`src/rtl/inst_queue_pkg.sv`:
```
// Shared pipeline types for the fetch-to-decode instruction queue.
// Holds the fetch entry bundle and the default queue depth.
package inst_queue_pkg;

  localparam int IQ_DEPTH = 16;

  typedef struct packed {
    logic [31:0] pc;
    logic [31:0] inst;
    logic        exc;
  } fetch_entry_t;

endpackage

```
`src/rtl/inst_queue.sv`:
```
// Dual-issue instruction queue between ICache fetch and decode.
// INST_QUEUE_BYPASS_EN lets an empty queue forward the incoming beat.
module inst_queue
  import inst_queue_pkg::*;
#(
  parameter int DEPTH = IQ_DEPTH
) (
  input  logic        clk,
  input  logic        resetn,
  input  logic        in_valid,
  input  logic [31:0] in_pc,
  input  logic [63:0] in_data,
  input  logic        in_second_valid,
  input  logic        in_exc,
  output logic        in_ready,
  output logic [1:0]  out_valid,
  output logic [31:0] out_pc0,
  output logic [31:0] out_pc1,
  output logic [31:0] out_inst0,
  output logic [31:0] out_inst1,
  output logic [1:0]  out_exc,
  input  logic [1:0]  deq_num,
  input  logic        flush
);

  localparam int PW = $clog2(DEPTH);
  localparam int CW = PW + 1;

  fetch_entry_t mem_q [DEPTH];

  logic [PW-1:0] head_q, head_d;
  logic [PW-1:0] tail_q, tail_d;
  logic [CW-1:0] count_q, count_d;

  fetch_entry_t in0, in1;
  fetch_entry_t slot0, slot1;
  fetch_entry_t wr0, wr1;
  logic [1:0]   enq_n, req_n, avail_n, deq_n, wr_n;
  logic         byp;

  always_comb begin
    in0 = '{pc: in_pc, inst: in_data[31:0], exc: in_exc};
    in1 = '{pc: in_pc + 32'd4, inst: in_data[63:32], exc: in_exc};
    in_ready = (count_q <= CW'(DEPTH - 2));
    enq_n = 2'd0;
    if (in_valid && in_ready)
      enq_n = in_second_valid ? 2'd2 : 2'd1;
    req_n = deq_num[1] ? 2'd2 : deq_num;
`ifdef INST_QUEUE_BYPASS_EN
    byp = in_valid && (count_q == '0);
`else
    byp = 1'b0;
`endif
    avail_n = (count_q >= CW'(2)) ? 2'd2 : count_q[1:0];
    if (byp)
      avail_n = enq_n;
    deq_n = (req_n < avail_n) ? req_n : avail_n;

    slot0     = mem_q[head_q];
    slot1     = mem_q[head_q + PW'(1)];
    out_valid = {count_q >= CW'(2), count_q != '0};
    wr0       = in0;
    wr1       = in1;
    wr_n      = enq_n;
    // Bypassed instructions that decode takes now never reach storage
    if (byp) begin
      slot0     = in0;
      slot1     = in1;
      out_valid = {in_second_valid, 1'b1};
      wr_n      = enq_n - deq_n;
      if (deq_n == 2'd1)
        wr0 = in1;
    end

    head_d  = byp ? head_q : head_q + PW'(deq_n);
    tail_d  = tail_q + PW'(wr_n);
    count_d = count_q + CW'(enq_n) - CW'(deq_n);
    if (flush) begin
      head_d  = '0;
      tail_d  = '0;
      count_d = '0;
      wr_n    = 2'd0;
    end

    out_pc0   = slot0.pc;
    out_pc1   = slot1.pc;
    out_inst0 = slot0.inst;
    out_inst1 = slot1.inst;
    out_exc   = {slot1.exc, slot0.exc};
  end

  always_ff @(posedge clk) begin
    if (wr_n != 2'd0)
      mem_q[tail_q] <= wr0;
    if (wr_n == 2'd2)
      mem_q[tail_q + PW'(1)] <= wr1;
  end

  always_ff @(posedge clk or negedge resetn) begin
    if (!resetn) begin
      head_q  <= '0;
      tail_q  <= '0;
      count_q <= '0;
    end else begin
      head_q  <= head_d;
      tail_q  <= tail_d;
      count_q <= count_d;
    end
  end

endmodule

```
`config.mk`:
```
export PLATFORM = sky130hd
export DESIGN_NAME = inst_queue
export DESIGN_NICKNAME = d
export VERILOG_FILES = /design/src/rtl/inst_queue_pkg.sv /design/src/rtl/inst_queue.sv
export SDC_FILE = /design/constraint.sdc
export NUM_CORES = 2
export LEC_CHECK = 0
export CAP_MARGIN = 20
export CORE_UTILIZATION = 61
export DETAILED_ROUTE_END_ITERATION = 12
export GPL_ROUTABILITY_DRIVEN = 0
export PLACE_DENSITY = 0.8
export SYNTH_ARGS = -nofsm -noshare
export SYNTH_HDL_FRONTEND = slang
export SYNTH_SLANG_ARGS = --single-unit
```
`constraint.sdc`:
```
create_clock -name clk -period 9.6 [get_ports clk]
set_input_delay 2.4 -clock clk [delete_from_list [all_inputs] [get_ports clk]]
set_output_delay 2.4 -clock clk [all_outputs]
set_load 0.05 [all_outputs]
```
## Word-level counts from Yosys, hierarchy flattened

Memories as Yosys holds them, arrays and structs flattened.
Cells that the tools add are included.
Widths: inputs -> output; s select.

| word-level totals | value |
|---|---|
| output and inout bits | 133 |
| register bits | 13 |
| memories | 1 |
| bits in writable memories | 1,040 |
| input port bits | 104 |
| word-level logic and storage cells | 31 |

| cells by class | value |
|---|---|
| multiplexer cells | 13 |
| reduce and logical (&&, ||, !) cells | 3 |
| $add $sub $neg | 7 |
| magnitude comparators | 3 |
| equal/unequal tests | 1 |

Memory list:

| memory | depth | bits a word | rd ports | clocked after Yosys merged registers in | wr ports | RTL line | source |
|---|---|---|---|---|---|---|---|
| mem_q | 16 | 65 | 2 | 0 | 2 | inst_queue.sv:29 | `fetch_entry_t mem_q [DEPTH];` |

Operators by type and width:

| kind | number |
|---|---|
| $add 32x3->32 const B | 1 |
| $mux 2 | 6 |
| $add 4x1->4 const B | 2 |
| $add 4x2->4 | 2 |
| $mux 4 | 2 |
| $add 5x2->5 | 1 |
| $ge 5x2->1 const B | 1 |
| $le 5x4->1 const B | 1 |
| $mux 5 | 1 |
| $reduce_bool 5->1 | 1 |
| $sub 5x2->5 | 1 |
| $mux 1 | 4 |
| $eq 2x2->1 const B | 1 |
| $lt 2x2->1 | 1 |
| $reduce_bool 2->1 | 1 |
| $logic_and 1x1->1 | 1 |

## Longest topological paths before layout

| depth | value |
|---|---|
| word-level depth | 7 |
| mapped depth | 20 |
| mapped depth without buffers | 20 |

## Worst setup path before layout

Ideal clock, no wire load.

| timing | value |
|---|---|
| path kind | input-to-reg |
| start point | in in_valid |
| end point | mem mem_q[3][0] (netlist bit), enable pin |
| slack | -647 ps |
| data required time | 8,934 ps |
| library setup time | 666 ps |
| arrival time | 9,582 ps |
| path buffers | 1 |
| cell stages on the path | 4 |
| cells stage by stage | nor2b_1 > o21ai_1 > buf_2 > o41ai_1 |

RTL lines:

| what | RTL line | source |
|---|---|---|
| start: declaration | inst_queue.sv:10 | `input logic in_valid,` |
| end: declaration | inst_queue.sv:29 |  |

## Worst setup path after layout

| timing | value |
|---|---|
| start point | reg head_q[1] |
| end point | out out_pc0[16] |

| between the ends | value |
|---|---|
| word-level cells in the longest chain between the ends | 1 |

RTL lines:

| what | RTL line | source |
|---|---|---|
| start: declaration | inst_queue.sv:31 | `logic [PW-1:0] head_q, head_d;` |
| start signal: assignment | inst_queue.sv:101 | `head_q <= '0;` |
| start signal: assignment | inst_queue.sv:105 | `head_q <= head_d;` |
| $mem_v2 16x65 | -- |  |
| end: declaration | inst_queue.sv:17 | `output logic [31:0] out_pc0,` |

Every way passes these cells.

==> impl_metrics.tcl <==
set metrics [dict create \
    io_buffers 236 \
    dp_hpwl_um 114000 \
    p_int_mw 11.4 \
    status "finished, final reports clean" \
    seqPwrFrac_pct 28.3 \
    synth_edf_count 1040 \
    swShare_pct 40.2 \
    fmax_ghz 0.125 \
    cts_buffer_depth 3 \
    grt_max_degree 151 \
    p_clk_share_pct 22.8 \
    synth_area_leader_cell "edfxtp_1" \
    dieArea_mm2 0.103 \
    firstDrtPassIters 8 \
    detail-route-antenna-nets 0 \
    clk_pin_slew_ns 0.06 \
    area_growth_pct 11.2 \
    post_cts_buffers 0 \
    cp-end-kind "primary output" \
    synth.distinct_cells 56 \
    start_util_pct 61.9 \
    worstHoldPathType "flop to flop" \
    hold_buffers 0 \
    layout_worst_path_cycle_share_pct 83.1 \
    worst_slack_ns 1.62 \
    root_buffer "clkbuf_16" \
    grt-ovfl-total 0 \
    syn_nets 5592 \
    finalMaxSlewViolations 0 \
    synth_flop_cell "edfxtp_1" \
    routed_wl_um 211000 \
    yosys_warnings 0 \
    cts.sinks 1053 \
    hold_viol_final 0 \
    p_switching_mw 7.65 \
    vias_per_cell 6.99 \
    nets 5479 \
    dieHeight_um 321 \
    track_usage_pct 40.9 \
    cts_buffers 110 \
    synth_top_area_share_pct 50.2 \
    drv_cap 0 \
    critPathRequiredTime_ns 7.20 \
    worstPathMaxFanout 52 \
    cts_tree "done" \
    irDropWorstVdd_v 0.000350 \
    rows 116 \
    fin_worst_skew_ns 0.0300 \
    cts_max_level 3 \
    worstPathArrival_ns 5.58 \
    ys_ff_latch 1053 \
    yosysSeqAreaShare_pct 50.7 \
    core_area_mm2 0.101 \
    dieWidth_um 321 \
    rsz0062_at_grt "false" \
    tightest_slew_ns 1.26 \
    crit_type "flop to primary output" \
    synth_cells 5466 \
    p_per_area_mw_per_mm2 275 \
    final_common_cell "nand2_1" \
    fin_crit_ns 7.98 \
    grt_first_pass_wirelength_um 305000 \
    drc 0 \
    p_leak_nw 24.3 \
    clk_latency_ns 0.73 \
    synth.avg_cell_area_um2 11.4 \
    drt_iter0_drc 8571 \
    antenna_found_initial 13 \
    dpl_cell_area_mm2 0.0655 \
    slew-limit-headroom_pct 15.8 \
    finalPower_mw 19.0 \
    cts_resized 0 \
    final_cell_area_mm2 0.0692 \
    place_ws_ns 2.51 \
    wl_per_cell_um 31.0 \
    start_kind "flop" \
    async_reset_ff_share_pct 1.23 \
    mappedNetlistArea_mm2 0.0623 \
    combinationalPowerShare_pct 48.9 \
    layout-drive-gt1-share_pct 15.9 \
    yosys-top-cells-area "edfxtp_1 50%, mux4_2 19%, nand2_1 12%" \
    final_cell_mix "1966 x nand2_1, 1040 x edfxtp_1, 524 x mux4_2" \
    vias 47600 \
    io-pin-count 237 \
    grt_pass1_vias 47100 \
    setup_viol 0 \
]
==> metal layers <==
metal	track usage (%)	up-vias	wire length, um
met5	0.426	-	78
met4	23.8	4	14300
met3	15.3	1033	38500
met2	59.8	4684	92400
met1	52.5	22900	65800
li1	-	19000	-
==> per-stage QoR <==
stage / hold WS (ns) / TNS, ns / cells / util [%]
global route: 0.767 / 0 / 6808 / 68.8
floorplan: 0.583 / -126.24 / 5466 / -
detailed placement: 0.718 / 0 / 6589 / 65.1
finish: 0.743 / 0 / 6810 / 68.8
CTS: 0.731 / 0 / 6790 / 68.6
global placement: 0.715 / 0 / 6586 / 65.0
==> state kept, by name, summed over array words and instances, names as in the netlist <==
signal,cells
mem_q,1040
count_q,5
tail_q,4
head_q,4
==> critical path, cell delays in order, from the launching register on <==
cell and delay [ns]:
dfrtp_4 1.08, buf_4 0.94, buf_4 0.71, mux4_2 0.60, nor2b_1 0.16, a211oi_1 0.30
a31oi_1 0.15, clkdlybuf4s50_1 0.79
==> worst paths after layout <==
path | startpoint | end | slack (ns) | depth (start not counted)
worst min register to register | count_q[0]$_DFF_PN0_ | count_q[0]$_DFF_PN0_ | 0.74 | 2
min in group asynchronous | resetn | head_q[3]$_DFF_PN0_ | 2.07 | 1
worst max register to register | count_q[4]$_DFF_PN0_ | mem_q[8][24]$_DFFE_PP_ | 5.47 | 8
worst min-delay path | count_q[0]$_DFF_PN0_ | count_q[0]$_DFF_PN0_ | 0.74 | 2
worst max-delay path | head_q[1]$_DFF_PN0_ | out_pc0[16] | 1.62 | 7
max in group asynchronous | resetn | head_q[1]$_DFF_PN0_ | 7.05 | 1
==> cell type report <==
class | count | area [um^2]
clock buffer | 139 | 2930
inverter | 146 | 551
tap | 1357 | 1700
sequential | 1053 | 31600
antenna | 11 | 27.5
timing repair buffer | 353 | 3620
fill | 6697 | 31300
multi-input combinational | 3689 | 28300
clock inverter | 62 | 607
==> cells in the mapped netlist, drive strengths merged, types with 2 or more instances <==
cell type  instances
nand2           1967
edfxtp          1040
mux4             524
clkbuf           334
xnor2            261
nor2             245
buf              244
xor2             208
inv              145
nor2b             72
a22oi             64
o221ai            64
a211oi            61
a31oi             61
nand3             35
ha                18
o21ai             17
dfrtp             13
and3              12
nand4             12
a21oi              9
nor3               8
nand2b             7
and4               6
nor4               5
or3                5
fa                 4
or2                4
o41ai              3
and2               2
nor4bb             2
==> power by group through the flow <==
| stage | clock, mW | sequential (mW) | combinational (mW) |
|---|---|---|---|
| 2_1_floorplan | 0 | 5.33 | 6.68 |
| 3_3_place_gp | 0 | 5.46 | 8.97 |
| 3_5_place_dp | 0 | 5.47 | 9.11 |
| 4_1_cts | 4.32 | 5.38 | 9.17 |
| 5_1_grt | 4.48 | 5.40 | 9.63 |
| 6_report | 4.35 | 5.38 | 9.31 |
==> kinds of logic after synthesis <==
family	after synthesis	synth area share (%)
simple gates	2386	15.2
flops	1053	50.7
buf+inv	724	4.69
mux	524	19.0
xor+xnor	469	6.60
compound gates	288	3.39
fa+ha+maj	22	0.490
(Power assumes the default switching activity.)
